File: src/rtl/logic_gate_pipe.sv
// logic_gate_pipe: NUM_IN-lane, WIDTH-bit bitwise logic unit on a valid/ready
// stream. The result is held in a single output register with pass-through
// backpressure, so the unit sustains one operation per cycle when the consumer
// is always ready. A wrapping counter records how many results were consumed.
module logic_gate_pipe #(
    parameter int WIDTH  = 8,
    parameter int NUM_IN = 2,
    parameter int CNT_W  = 16
) (
    input  logic                    clk,
    input  logic                    rst,
    input  logic                    in_valid,
    output logic                    in_ready,
    input  logic [NUM_IN*WIDTH-1:0] in_data,
    input  logic [2:0]              mode,
    output logic                    out_valid,
    input  logic                    out_ready,
    output logic [WIDTH-1:0]        out_data,
    output logic [2:0]              out_mode,
    output logic [CNT_W-1:0]        op_count
);

    // Operation codes carried on mode / out_mode.
    typedef enum logic [2:0] {
        OP_AND  = 3'd0,
        OP_OR   = 3'd1,
        OP_XOR  = 3'd2,
        OP_NAND = 3'd3,
        OP_NOR  = 3'd4,
        OP_XNOR = 3'd5,
        OP_PASS = 3'd6,
        OP_ZERO = 3'd7
    } op_e;

    logic [WIDTH-1:0] and_all;
    logic [WIDTH-1:0] or_all;
    logic [WIDTH-1:0] xor_all;
    logic [WIDTH-1:0] result;

    logic             accept;
    logic             consume;

    logic             valid_q, valid_d;
    logic [WIDTH-1:0] data_q,  data_d;
    logic [2:0]       mode_q,  mode_d;
    logic [CNT_W-1:0] count_q, count_d;

    // Reduce every operand lane bitwise; the inverted ops reuse these three.
    always_comb begin
        and_all = '1;
        or_all  = '0;
        xor_all = '0;
        for (int k = 0; k < NUM_IN; k++) begin
            and_all = and_all & in_data[k*WIDTH +: WIDTH];
            or_all  = or_all  | in_data[k*WIDTH +: WIDTH];
            xor_all = xor_all ^ in_data[k*WIDTH +: WIDTH];
        end
    end

    // Pick the requested operation from the lane reductions.
    always_comb begin
        result = '0;
        case (op_e'(mode))
            OP_AND:  result = and_all;
            OP_OR:   result = or_all;
            OP_XOR:  result = xor_all;
            OP_NAND: result = ~and_all;
            OP_NOR:  result = ~or_all;
            OP_XNOR: result = ~xor_all;
            OP_PASS: result = in_data[WIDTH-1:0];
            OP_ZERO: result = '0;
            default: result = '0;
        endcase
    end

    // The register can take new work whenever it is empty or being drained now.
    assign in_ready = !valid_q || out_ready;
    assign accept   = in_valid && in_ready;
    assign consume  = valid_q && out_ready;

    // Next state: a new accept replaces the held result (even while it is
    // being consumed); a consume without an accept empties the register.
    // Data is only loaded on accept so unaccepted inputs never reach out_data.
    always_comb begin
        valid_d = valid_q;
        data_d  = data_q;
        mode_d  = mode_q;
        count_d = count_q;
        if (consume) begin
            valid_d = 1'b0;
            count_d = count_q + CNT_W'(1);
        end
        if (accept) begin
            valid_d = 1'b1;
            data_d  = result;
            mode_d  = mode;
        end
    end

    // State register; reset wins over any accept or consume in the same cycle.
    always_ff @(posedge clk) begin
        if (rst) begin
            valid_q <= 1'b0;
            data_q  <= '0;
            mode_q  <= 3'd0;
            count_q <= '0;
        end else begin
            valid_q <= valid_d;
            data_q  <= data_d;
            mode_q  <= mode_d;
            count_q <= count_d;
        end
    end

    assign out_valid = valid_q;
    assign out_data  = data_q;
    assign out_mode  = mode_q;
    assign op_count  = count_q;

endmodule

File: config.mk
export PLATFORM = sky130hd
export DESIGN_NAME = logic_gate_pipe
export DESIGN_NICKNAME = d
export VERILOG_FILES = /design/src/rtl/logic_gate_pipe.sv
export SDC_FILE = /design/constraint.sdc
export NUM_CORES = 1
export LEC_CHECK = 0
export CAP_MARGIN = 20
export CORE_ASPECT_RATIO = 0.5
export CORE_MARGIN = 2
export CORE_UTILIZATION = 52
export DETAILED_ROUTE_END_ITERATION = 6
export PLACE_DENSITY = 0.86
export SYNTH_ARGS = -nofsm -noshare
export SYNTH_HDL_FRONTEND = slang
export SYNTH_SLANG_ARGS = --single-unit
File: constraint.sdc
create_clock -name clk -period 3.8 [get_ports clk]
set_input_delay 1.14 -clock clk [delete_from_list [all_inputs] [get_ports clk]]
set_output_delay 1.14 -clock clk [all_outputs]
set_load 0.02 [all_outputs]
==> impl_results.md, run 1 <==
- Outcome: completed
- Syn_area_per_cell: 7.944 um^2
- Final Util: 73.19%
- Post-Synth Simple-Gate Area: 23.10%
- WHS: 0.4744 ns
- Fillers: 273
- Synth cell types: 43
- DRT antenna net count: 0
- Initial antenna violation count: 0
- Arr. time, crit path: 2.44 ns
- Leak: 1.017 nW
- RSZ-0062 raised after global routing: no
- Number of synthesized register bits: 28
- Final Hold Vio Count: 0
- Tot GR Track Use: 23.24%
- Placer Congestion: 0.8129
- Worst Setup End Kind: primary output
- DR WL/cell: 13.23 um
- Commonest non-fill, non-tap cells in the layout: clkdlybuf4s50_1 (51), dfxtp_1 (28), inv_1 (25), nor2_1 (24), nand2_1 (23)
- Number of port buffers: 51
- Die area: 4163 um^2
- N_diodes: 0
- Period minus WS final: 3.585 ns
- DRT Pass-1 Iters: 4
- Final-report setup violation count: 0
- Placed insts: 333
- Max Cap Viol: 0
- Postcts setup bufs: 0
- Design area: 2527 um^2
- Slowest CP cell: clkdlybuf4s50_1
- DR DRC count: 0
- I/O pin count: 52
- Post-DP HPWL: 3348 um
- Worst-path cell chain: clkdlybuf4s50_1, nand2b_1, clkdlybuf4s50_1
- Hold Buf Count CTS: 0
- Worst-Margin Slew: 0.9061 ns
- Post-placement cell area: 2456 um^2
- DIE WIDTH: 89.27 um
- Most common cell after layout, fill and taps aside: clkdlybuf4s50_1
- Starting Density: 54.75%
- Setup_tns: 0 ns
- CTS resizes: 0
- Global route overflow: 0
- Die height: 46.64 um
- Global-route wire length before repair: 7417 um
- Synth Area in Compound Gates: 19.19%
- Syn_nets: 278
- Max Transition Viols Final: 0
- CP top delay family: buffers and inverters
- WP buf/inv: 2
- Clock root buffer: clkbuf_8
- Row cnt: 15
- Number of global-route vias before repair: 1692
- Main combinational cell family by area after synthesis: simple AND/OR/NAND/NOR gates
- Xor/xnor share of the synthesized area: 5.559%
- Initial DRC count: 76
- Via/cell ratio: 5.499
- Max-slew headroom: 39.41%
- Worst-path fanout max: 5
- Worst Path Required: 2.66 ns
- Adder-Cell Fraction of Synth Area: 11.25%
- Fraction of layout cells with a size suffix above 1: 5.944%
- Final period util: 94.33%
- Area grow syn2layout: 33.69%
- Synthesis warning total: 0
- CTS Buffer Depth: 2
- Fmax: 279.0 MHz
- Total Wirelength: 4458 um
- Peak VDD IR: 0.0001586 V
- HP Class: flop to flop
- Crit Path Category: primary input to primary output
- Final nets: 327
- Mux contribution to synthesized area: 3.441%
- Most used cell, CP: clkdlybuf4s50_1
- Worst setup SP type: primary input
- H-tree levels: 1
- Skew final: 0.004915 ns
- Clock latency on the worst-skew pair: 0.28 ns
- Core ar.: 3453 um^2
- Register area share after synthesis: 29.65%
- PD cells: 283.0 nW/um^2
- CTS sink cnt: 28
- CTS tree: built
- Clock Pin Slew Worst Setup and Hold Paths: 0.10 ns
- Final non-filler cell total: 337
- Largest net degree at the start of global routing: 30
- Cts bufs inserted: 3
- Mapped Area: 1891 um^2
- Cells after Synth: 238
- Vias: 1853
- Critical path's largest stage delay: 0.64 ns
state kept, by name, summed over array words and instances, names as in the netlist:
signal,flops
out_valid,1
op_count,16
out_data,8
out_mode,3
worst register-to-register path, stage by stage (launching register included):
cell     delay (ns)
dfxtp_1        0.43
ha_1           0.21
nand4_1        0.19
nor4_1         0.38
xnor2_1        0.17
nor2_1         0.05
cell families after synthesis:
group,after synthesis
compound gates,52
flops,28
fa+ha+maj,17
mux,6
simple gates,85
xor+xnor,12
buf+inv,38
Yosys cell counts, drive strengths merged:
master  instances  area, um^2
a211o           3       26.28
a31oi           2       12.51
a31o            3       26.28
inv            25       93.84
o211a           2       20.02
a211oi          2       15.01
buf             5       23.77
nor2b           2       12.51
o41ai           1       8.760
or3b            1       11.26
clkbuf          8       30.03
xor2            4       35.03
nand3b          5       37.54
and2            1       6.260
and4            1       8.760
mux2            4       45.04
nor3            5       25.02
mux2i           2       20.02
o21ai           8       40.03
dfxtp          28       560.5
o221ai          3       32.53
xnor2           8       70.07
nand4           5       37.53
o22ai           6       37.54
ha             17       212.7
o31ai           1       7.510
a311o           3       30.03
a32o            1       10.01
a21oi          13       65.06
or3             1       6.260
nand2b          8       50.05
nor2           24       90.09
o211ai          3       22.52
nor4            4       40.04
o32ai           1       8.760
nand3           5       25.02
nand2          23       86.33
area by class of cell:
class / count / area, um^2 / area share (%)
multi-input combinational: 172 / 1182 / 46.78
timing repair buffer: 57 / 555.5 / 21.98
tap: 51 / 63.81 / 2.525
sequential: 28 / 560.5 / 22.18
clock inverter: 1 / 30.03 / 1.188
clock buffer: 3 / 41.29 / 1.634
inverter: 25 / 93.84 / 3.713
path summary, 6_finish.rpt:
kind | from | end | slack, ns | cells after the start
setup / recovery | out_ready | in_ready | 0.22 | 3
hold / removal | out_mode[2] | out_mode[2] | 0.47 | 2
setup reg to reg | op_count[0] | op_count[14] | 2.23 | 5
hold reg to reg | out_mode[2] | out_mode[2] | 0.47 | 2
report_power, final:
part           switching, W  internal (W)  leakage, nW
logic             0.0000823     0.0000801        0.753
clock network     0.0000997      0.000141       0.0357
registers        0.00000772      0.000304        0.228
routing by layer:
metal | global-route usage [%] | up-vias | wire length (um)
met4 | 9.552 | 0 | 39
met3 | 4.480 | 6 | 218
met5 | 0 | - | 0
met1 | 27.95 | 858 | 2004
li1 | - | 931 | -
met2 | 41.63 | 58 | 2195
metrics by stage:
step	setup WS, ns	total power [W]
after floorplan	1.269	0.0004090
after global placement	0.2517	0.0004727
after detailed placement	0.2236	0.0004799
final	0.2155	0.0007152
after global routing	0.1546	0.0007460
after CTS	0.2165	0.0007188
Power figures use the tool's default switching activity.
==> inputs of run 2 (changes only) <==
--- a/config.mk
+++ b/config.mk
@@ -10,6 +10,7 @@
 export CORE_MARGIN = 2
 export CORE_UTILIZATION = 52
 export DETAILED_ROUTE_END_ITERATION = 6
+export GPL_ROUTABILITY_DRIVEN = 0
 export PLACE_DENSITY = 0.86
 export SYNTH_ARGS = -nofsm -noshare
 export SYNTH_HDL_FRONTEND = slang
==> results of run 2 <==
The final DEF is identical to that of run 1; final timing and power are the same.
==> inputs of run 3 (changes only) <==
--- a/config.mk
+++ b/config.mk
@@ -10,8 +10,8 @@
 export CORE_MARGIN = 2
 export CORE_UTILIZATION = 52
 export DETAILED_ROUTE_END_ITERATION = 6
-export GPL_ROUTABILITY_DRIVEN = 0
 export PLACE_DENSITY = 0.86
+export SETUP_SLACK_MARGIN = 0.5
 export SYNTH_ARGS = -nofsm -noshare
 export SYNTH_HDL_FRONTEND = slang
 export SYNTH_SLANG_ARGS = --single-unit
==> impl_results.md, run 3 (same netlist as run 1, synthesis figures left out) <==
- N_diodes: 0 (unchanged)
- Outcome: completed
- Final nets: 327 (unchanged)
- Number of global-route vias before repair: 1692 (unchanged)
- Number of port buffers: 51 (unchanged)
- CTS sink cnt: 28 (unchanged)
- Period minus WS final: 3.148 ns (-0.4364 ns)
- Switching part of the total: 26.56% (about the same)
- Clock latency on the worst-skew pair: 0.28 ns (about the same)
- Tot GR Track Use: 23.24% (unchanged)
- Worst R2R Setup Slack: 2.23 ns (about the same)
- Worst Setup End Kind: primary output
- DR WL/cell: 13.23 um (about the same)
- DRT Pass-1 Iters: 4 (unchanged)
- Fraction of layout cells with a size suffix above 1: 6.294% (+0.35 points)
- Most common cell after layout, fill and taps aside: clkdlybuf4s50_1
- Final-report setup violation count: 0 (unchanged)
- Initial antenna violation count: 0 (unchanged)
- HP Class: flop to flop
- Worst setup SP type: primary input
- Crit Path Category: primary input to primary output
- Clock Pin Slew Worst Setup and Hold Paths: 0.10 ns (about the same)
- Peak VDD IR: 0.0001586 V (about the same)
- Starting Density: 54.75% (unchanged)
- Total Wirelength: 4457 um (about the same)
- Post-placement cell area: 2456 um^2 (unchanged)
- DRT antenna net count: 0 (unchanged)
- First element of the critical path: out_ready
- Commonest non-fill, non-tap cells in the layout: clkdlybuf4s50_1 (50), dfxtp_1 (28), inv_1 (25), nor2_1 (24), nand2_1 (23)
- DIE WIDTH: 89.27 um (unchanged)
- CTS tree: built
- I/O pin count: 52 (unchanged)
- Via/cell ratio: 5.504 (+0.11%)
- Arr. time, crit path: 2.01 ns (-0.43 ns)
- Die area: 4163 um^2 (unchanged)
- Setup_tns: 0 ns (unchanged)
- RSZ-0062 raised after global routing: no
- Final Hold Vio Count: 0 (unchanged)
- Worst-path fanout max: 5 (unchanged)
- Skew final: 0.004852 ns (-0.00006362 ns)
- Final period util: 82.84% (-11 points)
- Leak: 1.016 nW (about the same)
- H-tree levels: 1 (unchanged)
- R2R Path Start: op_count[0]
- Met3 GRT Util: 4.480% (unchanged)
- Met1 Use GR: 27.95% (unchanged)
- CTS Buffer Depth: 2 (unchanged)
- Largest net degree at the start of global routing: 30 (unchanged)
- Clock power frac: 33.7% (about the same)
- Design area: 2522 um^2 (-0.20%)
- Area grow syn2layout: 33.42%
- GR peak layer: met2
- Placer Congestion: 0.8129
- Row cnt: 15 (unchanged)
- Core ar.: 3453 um^2 (unchanged)
- Cts bufs inserted: 3 (unchanged)
- Max-slew headroom: 39.61% (+0.20 points)
- Max Transition Viols Final: 0 (unchanged)
- Initial DRC count: 69 (-9.2%)
- Die height: 46.64 um (unchanged)
- Global-route wire length before repair: 7417 um (unchanged)
- GRT met2 Usage: 41.63% (unchanged)
- Global route overflow: 0 (unchanged)
- PD cells: 283.3 nW/um^2 (+0.13%)
- Fmax: 317.7 MHz (+14%)
- Post-DP HPWL: 3348 um (unchanged)
- Worst-Margin Slew: 0.9031 ns (-0.003009 ns)
- Postcts setup bufs: 0 (unchanged)
- Max Cap Viol: 0 (unchanged)
- Internal power: 0.0005249 W (about the same)
- Worst Path Required: 2.66 ns (about the same)
- Combinational share of power: 22.7% (about the same)
- Total power draw: 0.0007147 W (about the same)
- Max FFs per register: 16 (unchanged)
- Sequential power share: 43.6% (about the same)
- P_sw: 0.0001898 W (about the same)
- Hold Buf Count CTS: 0 (unchanged)
- Vias: 1855 (+0.11%)
- Worst Min Path Start: out_mode[2]
- Fillers: 274 (+0.37%)
- DR DRC count: 0 (unchanged)
- Clock root buffer: clkbuf_8
[run 3: cell types whose count changed in the layout (fill, tap and decap cells not counted)]
| cell | delta |
|---|---|
| clkdlybuf4s50_1 | -1 |
| clkbuf_2 | +1 |
[run 3: power by group through the flow]
stage	sequential, W	combinational [W]	clock, W
after floorplan	0.000330	0.0000788	0
after global placement	0.000318	0.000155	0
after detailed placement	0.000318	0.000162	0
after CTS	0.000312	0.000162	0.000245
after global routing	0.000313	0.000179	0.000254
final	0.000312	0.000162	0.000241
[run 3: cell type report]
class | count | area, um^2 | share of cell area [%]
multi-input combinational | 172 | 1182 | 46.87
sequential | 28 | 560.5 | 22.22
clock buffer | 3 | 41.29 | 1.637
inverter | 25 | 93.84 | 3.720
tap | 51 | 63.81 | 2.530
timing repair buffer | 57 | 550.5 | 21.83
clock inverter | 1 | 30.03 | 1.190
[run 3: layer usage]
metal  share of wire [%]  vias to the layer above
li1                    -                      932
met1                  45                      856
met2                  49                       61
met3                 4.9                        6
met4                0.88                        0
met5                   0                        -
[run 3: repair_timing]
action / 4_1_cts / 5_1_grt
pin swaps: 0 / 0
hold endpoints to repair: 0 / 0
setup endpoints to repair: 1 / 1
gates resized for setup: 2 / 1
[run 3: path summary, 6_finish.rpt]
kind                  end  depth (start not counted)
max              in_ready                          3
max reg2reg  op_count[14]                          5
min reg2reg   out_mode[2]                          2
min           out_mode[2]                          2
[run 3: worst max-delay path, stage by stage]
cell and delay, ns:
clkdlybuf4s50_1 0.47, nand2b_1 0.19, clkbuf_2 0.21
[run 3: stage by stage]
stage	util, %	hold slack (ns)	std cells	setup WS [ns]
after floorplan	-	0.5333	238	1.269
after global placement	71.12	0.4478	333	0.2517
after detailed placement	71.12	0.4595	333	0.2236
after CTS	73.19	0.4740	337	0.5205
after global routing	73.04	0.4981	337	0.5935
final	73.04	0.4740	337	0.6519
